--- config.mk ---
export PLATFORM = sky130hd
export DESIGN_NAME = disparity_search_engine
export DESIGN_NICKNAME = d
export VERILOG_FILES = /design/src/rtl/disparity_search_engine.sv
export SDC_FILE = /design/constraint.sdc
export NUM_CORES = 1
export LEC_CHECK = 0
export BUFFER_PORTS_ARGS = -buffer_cell sky130_fd_sc_hd__buf_2
export CORE_ASPECT_RATIO = 0.9
export CORE_MARGIN = 10
export CORE_UTILIZATION = 55
export CTS_CLUSTER_DIAMETER = 60
export DETAILED_ROUTE_END_ITERATION = 8
export PLACE_DENSITY = 0.86
export SLEW_MARGIN = 25
export SYNTH_ARGS = -nofsm -noshare
export SYNTH_HDL_FRONTEND = slang
export SYNTH_SLANG_ARGS = --single-unit
--- constraint.sdc ---
create_clock -name clk_in -period 5 [get_ports clk_in]
set_input_delay 0.75 -clock clk_in [delete_from_list [all_inputs] [get_ports clk_in]]
set_output_delay 0.75 -clock clk_in [all_outputs]
set_load 0.01 [all_outputs]
--- src/rtl/disparity_search_engine.sv ---
// Block-matching disparity search controller: sweeps anchors and disparities,
// tracks the minimum block cost and emits one disparity result per pixel.
module disparity_search_engine #(
  parameter int IMG_W      = 240,
  parameter int IMG_H      = 320,
  parameter int BLOCK_SIZE = 6,
  parameter int MAX_DISP   = 64,
  parameter int COST_W     = 23,
  parameter int TIE_LAST   = 1,
  parameter int X_W        = $clog2(IMG_W),
  parameter int Y_W        = $clog2(IMG_H),
  parameter int DISP_W     = $clog2(MAX_DISP + 1),
  parameter int ADDR_W     = $clog2(IMG_W * IMG_H)
) (
  input  logic              clk_in,
  input  logic              rst_in,
  input  logic              start_in,
  input  logic              abort_in,
  input  logic [COST_W-1:0] cost_thresh_in,
  output logic              busy_out,
  output logic              done_out,
  output logic              req_valid_out,
  input  logic              req_ready_in,
  output logic [X_W-1:0]    req_x_out,
  output logic [Y_W-1:0]    req_y_out,
  output logic [DISP_W-1:0] req_d_out,
  input  logic              cost_valid_in,
  input  logic [COST_W-1:0] cost_in,
  output logic              res_valid_out,
  input  logic              res_ready_in,
  output logic [ADDR_W-1:0] res_addr_out,
  output logic [DISP_W-1:0] res_disp_out,
  output logic              res_conf_out
);

  localparam int XL = IMG_W - BLOCK_SIZE;
  localparam int YL = IMG_H - BLOCK_SIZE;

  typedef enum logic [2:0] {
    IDLE, REQ, WAIT, RES, DONE
  } state_t;

  state_t            state;
  logic [X_W-1:0]    x;
  logic [Y_W-1:0]    y;
  logic [DISP_W-1:0] d;
  logic [DISP_W-1:0] best_d;
  logic [COST_W-1:0] min_cost;
  logic [COST_W-1:0] thresh;

  logic [DISP_W-1:0] dmax;
  logic              last_d;
  logic              last_x;
  logic              last_y;
  logic              take;
  logic [COST_W-1:0] new_min;
  logic [DISP_W-1:0] new_best;
  logic [ADDR_W-1:0] addr;

  assign req_x_out = x;
  assign req_y_out = y;
  assign req_d_out = d;

  always_comb begin
    if (32'(x) > 32'(MAX_DISP)) begin
      dmax = DISP_W'(MAX_DISP);
    end else begin
      dmax = DISP_W'(x);
    end
    last_d = (d >= dmax);
    last_x = (32'(x) >= 32'(XL));
    last_y = (32'(y) >= 32'(YL));
    // d==0 always seeds; ties replace only in last-wins mode
    take = (d == '0)
        || (cost_in < min_cost)
        || ((TIE_LAST != 0) && (cost_in == min_cost));
    new_min  = take ? cost_in : min_cost;
    new_best = take ? d : best_d;
    addr = ADDR_W'(y) * ADDR_W'(IMG_W) + ADDR_W'(x);
  end

  always_ff @(posedge clk_in or negedge rst_in) begin
    if (!rst_in) begin
      state         <= IDLE;
      x             <= '0;
      y             <= '0;
      d             <= '0;
      best_d        <= '0;
      min_cost      <= '0;
      thresh        <= '0;
      busy_out      <= 1'b0;
      done_out      <= 1'b0;
      req_valid_out <= 1'b0;
      res_valid_out <= 1'b0;
      res_addr_out  <= '0;
      res_disp_out  <= '0;
      res_conf_out  <= 1'b0;
    end else begin
      done_out <= 1'b0;
      if (abort_in && (state != IDLE)) begin
        state         <= IDLE;
        busy_out      <= 1'b0;
        req_valid_out <= 1'b0;
        res_valid_out <= 1'b0;
      end else begin
        unique case (state)
          IDLE: begin
            if (start_in) begin
              thresh        <= cost_thresh_in;
              x             <= '0;
              y             <= '0;
              d             <= '0;
              busy_out      <= 1'b1;
              req_valid_out <= 1'b1;
              state         <= REQ;
            end
          end
          REQ: begin
            if (req_ready_in) begin
              req_valid_out <= 1'b0;
              state         <= WAIT;
            end
          end
          WAIT: begin
            if (cost_valid_in) begin
              min_cost <= new_min;
              best_d   <= new_best;
              if (!last_d) begin
                d             <= d + 1'b1;
                req_valid_out <= 1'b1;
                state         <= REQ;
              end else begin
                res_addr_out  <= addr;
                res_disp_out  <= new_best;
                res_conf_out  <= (new_min <= thresh);
                res_valid_out <= 1'b1;
                state         <= RES;
              end
            end
          end
          RES: begin
            if (res_ready_in) begin
              res_valid_out <= 1'b0;
              d             <= '0;
              if (!last_x) begin
                x             <= x + 1'b1;
                req_valid_out <= 1'b1;
                state         <= REQ;
              end else if (!last_y) begin
                x             <= '0;
                y             <= y + 1'b1;
                req_valid_out <= 1'b1;
                state         <= REQ;
              end else begin
                busy_out <= 1'b0;
                done_out <= 1'b1;
                state    <= DONE;
              end
            end
          end
          DONE: begin
            state <= IDLE;
          end
          default: begin
            state <= IDLE;
          end
        endcase
      end
    end
  end

endmodule

Word level (Yosys, flattened, before mapping)

Cells that the tools add are included.

Flip-flop bits (word level): 109
Bits in latches: 0
Bits in writable memories: 0
Bits in read-only memories: 0
Bits of input ports: 53
Output and inout bits: 53
Word-level logic and storage cells: 118
Memories kept: 0

Add/subtract/negate cells: 4
Multiply operators: 1
Div/mod/pow operators: 0
Magnitude comparators: 6
Equal/unequal tests: 20
Shift-type cells: 0
Mux-type cells: 51
Bitwise gates (word level): 1
Reductions and logical operators: 21

Operators by type and width:

| kind                                                                | count |
|---|---|
| 7-bit two-way mux                                                   | 6 |
| 9-bit two-way mux                                                   | 4 |
| 8-bit two-way mux                                                   | 4 |
| 3-bit inequality test, second input constant                        | 9 |
| 23-bit == test                                                      | 1 |
| 23-bit less-or-equal comparator                                     | 1 |
| 23-bit less-than comparator                                         | 1 |
| 23-bit two-way mux                                                  | 1 |
| 1-bit two-way mux                                                   | 21 |
| 3-bit two-way mux                                                   | 7 |
| 7-bit one-hot mux with 3 select lines                               | 1 |
| 9-bit one-hot mux with 2 select lines                               | 1 |
| 17-bit by 8-bit adder with 17-bit output                            | 1 |
| 8-bit one-hot mux with 2 select lines                               | 1 |
| 9-bit by 4-bit multiplier with 13-bit output, second input constant | 1 |
| 2-bit inequality test, second input constant                        | 6 |
| 3-bit one-hot mux with 4 select lines                               | 1 |
| 4-bit AND reduction                                                 | 3 |
| 6-bit AND reduction                                                 | 2 |
| 3-bit nonzero test                                                  | 4 |
| 5-bit AND reduction                                                 | 2 |
| 9-bit by 1-bit adder with 9-bit output, second input constant       | 1 |
| 9-bit >= comparator, second input constant                          | 1 |
| 8-bit by 1-bit adder with 8-bit output, second input constant       | 1 |
| other kinds (19)                                                    | 23 |

Depth between registers and ports, before layout

Word-level depth: 7
Gate-level depth with buffers: 18
Depth with buffers taken out: 17

Worst setup path after synthesis

OpenSTA, ideal clock, no wires.

Path kind: in2reg
Start point: input port cost_in[21]
End point: register res_conf_out
Setup time: 0.077 ns
Arrival: 3.706 ns
Required time: 4.923 ns
Path slack: 1.218 ns
Stages on the path: 15
Buffers on the path: 1
Cell sequence: ha_1 nand4_1 nor4_1 o31ai_1 a31oi_4 buf_2 mux2_2 ha_1 a21o_1 a21o_1 a21oi_1 o21ai_0 a21oi_1 o311ai_0 o21ai_1

Cells in the longest elaborated chain, start to end: 5
Elaborated cells between the ends (all ways): 6
Classes of those cells: 2 x order compare; 1 x eq/ne; 1 x mux; 2 x reduce/logical

Ends and longest elaborated chain:

| item                              | RTL line | source |
|---|---|---|
| start: declaration                | 28       | `input logic [COST_W-1:0] cost_in,` |
| 23-bit less-than comparator       | 75       | `\|\| (cost_in < min_cost)` |
| 1-bit logical OR                  | 75       |  |
| 1-bit logical OR *                | 76       | `\|\| ((TIE_LAST != 0) && (cost_in == min_cost));` |
| 23-bit two-way mux *              | 77       | `new_min = take ? cost_in : min_cost;` |
| via new_min[12]                   | 56       | `logic [COST_W-1:0] new_min;` |
| 23-bit less-or-equal comparator * | 135      | `res_conf_out <= (new_min <= thresh);` |
| end signal: assignment            | 135      |  |
| end: declaration                  | 33       | `output logic res_conf_out` |

Mark *: on every way through the listed nets, which the timed path passes. The rest lies on a longest branch.
A chain may end at the register's enable or synchronous reset.

Worst setup path after layout

Ends and elaborated chain as after synthesis.

==> summary.log <==
INFO  pwr            p_sw=1.50mW
INFO  finish         final-instance-count-excl-fill=1105
INFO  drt            dr_total_vias=6154
INFO  floorplan      die_y=133microns
INFO  grt            antenna_violations_before_repair=1
INFO  floorplan      die-width=146microns
INFO  clocking       cts-buffers-inserted=9
INFO  setup_path     crit_required=5.28ns
INFO  finish         sequential_cell_area=2730squm
INFO  place          dp.cells=1087
INFO  logic_synthesis synthDominantCellAreaShare=34.9%
INFO  sta            tightest_slew=0.865ns
INFO  clocking       clock-sinks=109
INFO  setup_path     crit_path_start=cost_in[21]
INFO  logic_synthesis synth_warnings=0
INFO  drt            routed_wl=18400microns
INFO  setup_path     path_class=in -> reg
INFO  setup_path     r2r_start=req_y_out[2]
INFO  pwr            power_density=427nW/um^2
INFO  setup_path     worst_setup_path_end_kind=flip-flop
INFO  clocking       worst_setup_hold_path_clk_slew=0.07ns
INFO  clocking       htree_levels=3
INFO  floorplan      io_pins=106
INFO  sta            setup_tns=0ns
INFO  worst_hold_path holdCritPathClass=in -> async
INFO  logic_synthesis post_synth_instance_area=7830squm
INFO  sta            final_hold_viol_count=0
INFO  sta            timing_max_transition_violations_final=0
INFO  pwr            flop_pwr_share=35.8%
INFO  setup_path     worst_ep_arrival_time=4.40ns
INFO  sta            clock_skew=0.00950ns
INFO  setup_path     setup.worst_path.end=res_conf_out
INFO  logic_synthesis asyncSetResetFlopFracSynth=100%
INFO  place          portBuffers=105
INFO  floorplan      initial_utilization=55.9%
INFO  drt            detail_route.wl_per_cell=16.6microns
INFO  pwr            power.switching_fraction=40.0%
INFO  pwr            p_int=2.24mW
INFO  pwr            power_frac_comb=45.6%
INFO  logic_synthesis synth_fp_nets=974
INFO  logic_synthesis yosys-top-cells-area=sky130_fd_sc_hd__dfrtp_1, sky130_fd_sc_hd__ha_1, sky130_fd_sc_hd__mux2_2
INFO  pwr            clockPowerShare=18.6%
INFO  logic_synthesis mapped_cells=815
INFO  sta            final_period_minus_worst_setup_slack=4.12ns
INFO  logic_synthesis ys_seq_area_share=34.9%
INFO  clocking       clock_insertion_delay_worst_skew=0.36ns
INFO  finish         multi_input_comb_area=4630squm
INFO  sta            timing.final.setup_violations=0
INFO  sta            finalHoldWorstSlack=0.459ns
INFO  clocking       post_cts_setup_repair_buffer_count=0
INFO  drt            drtIter0Drc=334
INFO  logic_synthesis synth.avg_cell_area=9.60squm
INFO  clocking       cts-root-buf=sky130_fd_sc_hd__clkbuf_16
INFO  logic_synthesis synth-main-ff-cell=sky130_fd_sc_hd__dfrtp_1
INFO  run_status     outcome=finished clean
INFO  place          placed_area=8470squm
INFO  finish         nNetsFinal=1064
INFO  grt            via_count_of_the_first_global_routing_pass=6305
INFO  finish         number_of_fill_cells_in_the_layout=1168
INFO  setup_path     r2r_slack=0.97ns
INFO  clocking       ctsLongestPathBuffers=2
INFO  grt            grt_pass1_wl=30300microns
INFO  clocking       cts.repair.resized=0
INFO  finish         layout.cell_area.non_filler=8760squm
INFO  floorplan      core_region_area=14000squm
INFO  pwr            peakVddDrop=0.301mV
INFO  place          hpwlAfterDp=14100microns
INFO  sta            max-slew-margin-rel=42.3%
INFO  logic_synthesis yosys.cell_count.top_type=sky130_fd_sc_hd__dfrtp_1
INFO  place          place_congestion=0.913
INFO  grt            grt_util_all_layers=18.6%
INFO  clocking       holdBufCountCts=0
INFO  logic_synthesis count_of_flip_flops_with_a_built_in_enable_after_synthesis=0
INFO  logic_synthesis netlist-cell-type-count=70
INFO  floorplan      fp.dieArea=19400squm
INFO  floorplan      row_count=41
INFO  drt            detail_route.drc_violations=0
INFO  drt            dr.pass1.iters=4
INFO  logic_synthesis synthDominantAreaCellType=sky130_fd_sc_hd__dfrtp_1
INFO  logic_synthesis synth-seq-cells=109
INFO  setup_path     reg2regPathDepth=13
INFO  setup_path     crit-reg2reg-capture=res_addr_out[11]
INFO  sta            post-route-period-util=82.3%
INFO  setup_path     worstSetupStartpointType=input pin
INFO  drt            post_drt_via_cell_ratio=5.57
INFO  run            max_cap_violations=0
INFO  grt            globalRoute.totalOverflow=0
INFO  logic_synthesis netlist_top_cells_count=sky130_fd_sc_hd__dfrtp_1, sky130_fd_sc_hd__ha_1, sky130_fd_sc_hd__inv_1
INFO  finish         synthToLayoutAreaGrowth=12.0%
INFO  sta            unrepaired_setup_endpoints_after_global_routing=false
INFO  pwr            p_leak=4.33nW
INFO  pwr            finalPower=3.74mW
INFO  grt            grt_start_max_net_pins=62
INFO  drt            ant_nets=0
INFO  clocking       clock_tree_from_tritoncts=built
INFO  sta            fmax=243MHz
INFO  finish         layout-drive-gt1-share=22.0%
INFO  setup_path     critical_path_fanout_max=16
[power groups by stage]
stage / combinational [mW] / sequential, mW / clock (mW)
after floorplan: 1.23 / 1.34 / 0
after global placement: 1.64 / 1.34 / 0
after detailed placement: 1.71 / 1.36 / 0
after CTS: 1.72 / 1.34 / 0.718
after global routing: 1.92 / 1.38 / 0.746
final: 1.70 / 1.34 / 0.694
[logic make-up after synthesis]
logic type	synth area share [%]
simple gates	14.7
fa+ha+maj	18.5
buf+inv	6.06
xor+xnor	3.02
flops	34.9
mux	7.11
compound gates	15.8
[flip-flops by register name (all words and copies together), names as in the netlist]
name           flops
req_valid_out      1
min_cost          23
res_conf_out       1
req_x_out          8
state              3
done_out           1
busy_out           1
best_d             7
req_y_out          9
res_valid_out      1
res_disp_out       7
req_d_out          7
res_addr_out      17
thresh            23
[layout make-up]
class / count / area share, %
diodes: 2 / 0.0571
clock buffers: 9 / 2.57
clock inverters: 7 / 0.657
inverters: 73 / 3.13
multi-input cells: 597 / 52.8
flip-flops and latches: 109 / 31.1
well taps: 193 / 2.76
repair buffers: 115 / 6.88
[routing by layer]
layer | share of wire (%) | wire, microns | GRT usage [%]
met2 | 49 | 9020 | 32.3
met4 | 0.98 | 180 | 4.15
met1 | 45 | 8300 | 22.7
met5 | 0 | 0 | 0
met3 | 4.8 | 884 | 4.81
[cell usage in the layout, fill, tap and decap left out, drive strengths merged, types with 3 or more instances in the layout]
master	instances
nand4	18
mux2	42
mux2i	8
xor2	11
nor3	13
clkbuf	9
a31oi	5
nor2	57
buf	115
nor2b	9
xnor2	16
or3	6
or3b	3
and3	4
inv	76
nand3	19
nand3b	3
nor4	5
fa	16
and2	6
o21a	9
ha	90
o2111ai	3
o22ai	23
nand2b	4
and4	3
nand2	71
a21oi	46
dfrtp	109
a21o	21
o211ai	4
o21ai	51
o21bai	3
clkinv	4
[worst min path at each step]
stage | from | end | slack [ns] | depth (start not counted)
detailed placement | busy_out | busy_out | 0.49 | 1
finish | rst_in | thresh[15] | 0.46 | 1
CTS | rst_in | thresh[15] | 0.48 | 1
global placement | busy_out | busy_out | 0.47 | 1
global route | rst_in | thresh[15] | 0.50 | 1
floorplan | rst_in | best_d[0] | 0.45 | 0
[metrics by stage]
stage               setup WS, ns  util, %
global placement           0.731     60.5
floorplan                   1.22        -
detailed placement         0.578     60.5
global route               0.726     62.6
finish                     0.884     62.6
CTS                        0.954     62.5
[critical path, cell delays in order]
cell	delay, ns
sky130_fd_sc_hd__buf_2	0.12
sky130_fd_sc_hd__ha_1	0.31
sky130_fd_sc_hd__nand4_1	0.15
sky130_fd_sc_hd__nor4_1	0.39
sky130_fd_sc_hd__o31ai_1	0.18
sky130_fd_sc_hd__a31oi_4	0.53
sky130_fd_sc_hd__buf_4	0.32
sky130_fd_sc_hd__mux2_2	0.37
sky130_fd_sc_hd__ha_1	0.29
sky130_fd_sc_hd__a21o_1	0.16
sky130_fd_sc_hd__a21o_1	0.16
sky130_fd_sc_hd__a21oi_1	0.16
sky130_fd_sc_hd__nor2b_1	0.06
sky130_fd_sc_hd__o21ai_0	0.17
sky130_fd_sc_hd__a21oi_1	0.12
sky130_fd_sc_hd__o21ai_1	0.14
Note: power is estimated with default switching activity, not from simulation.
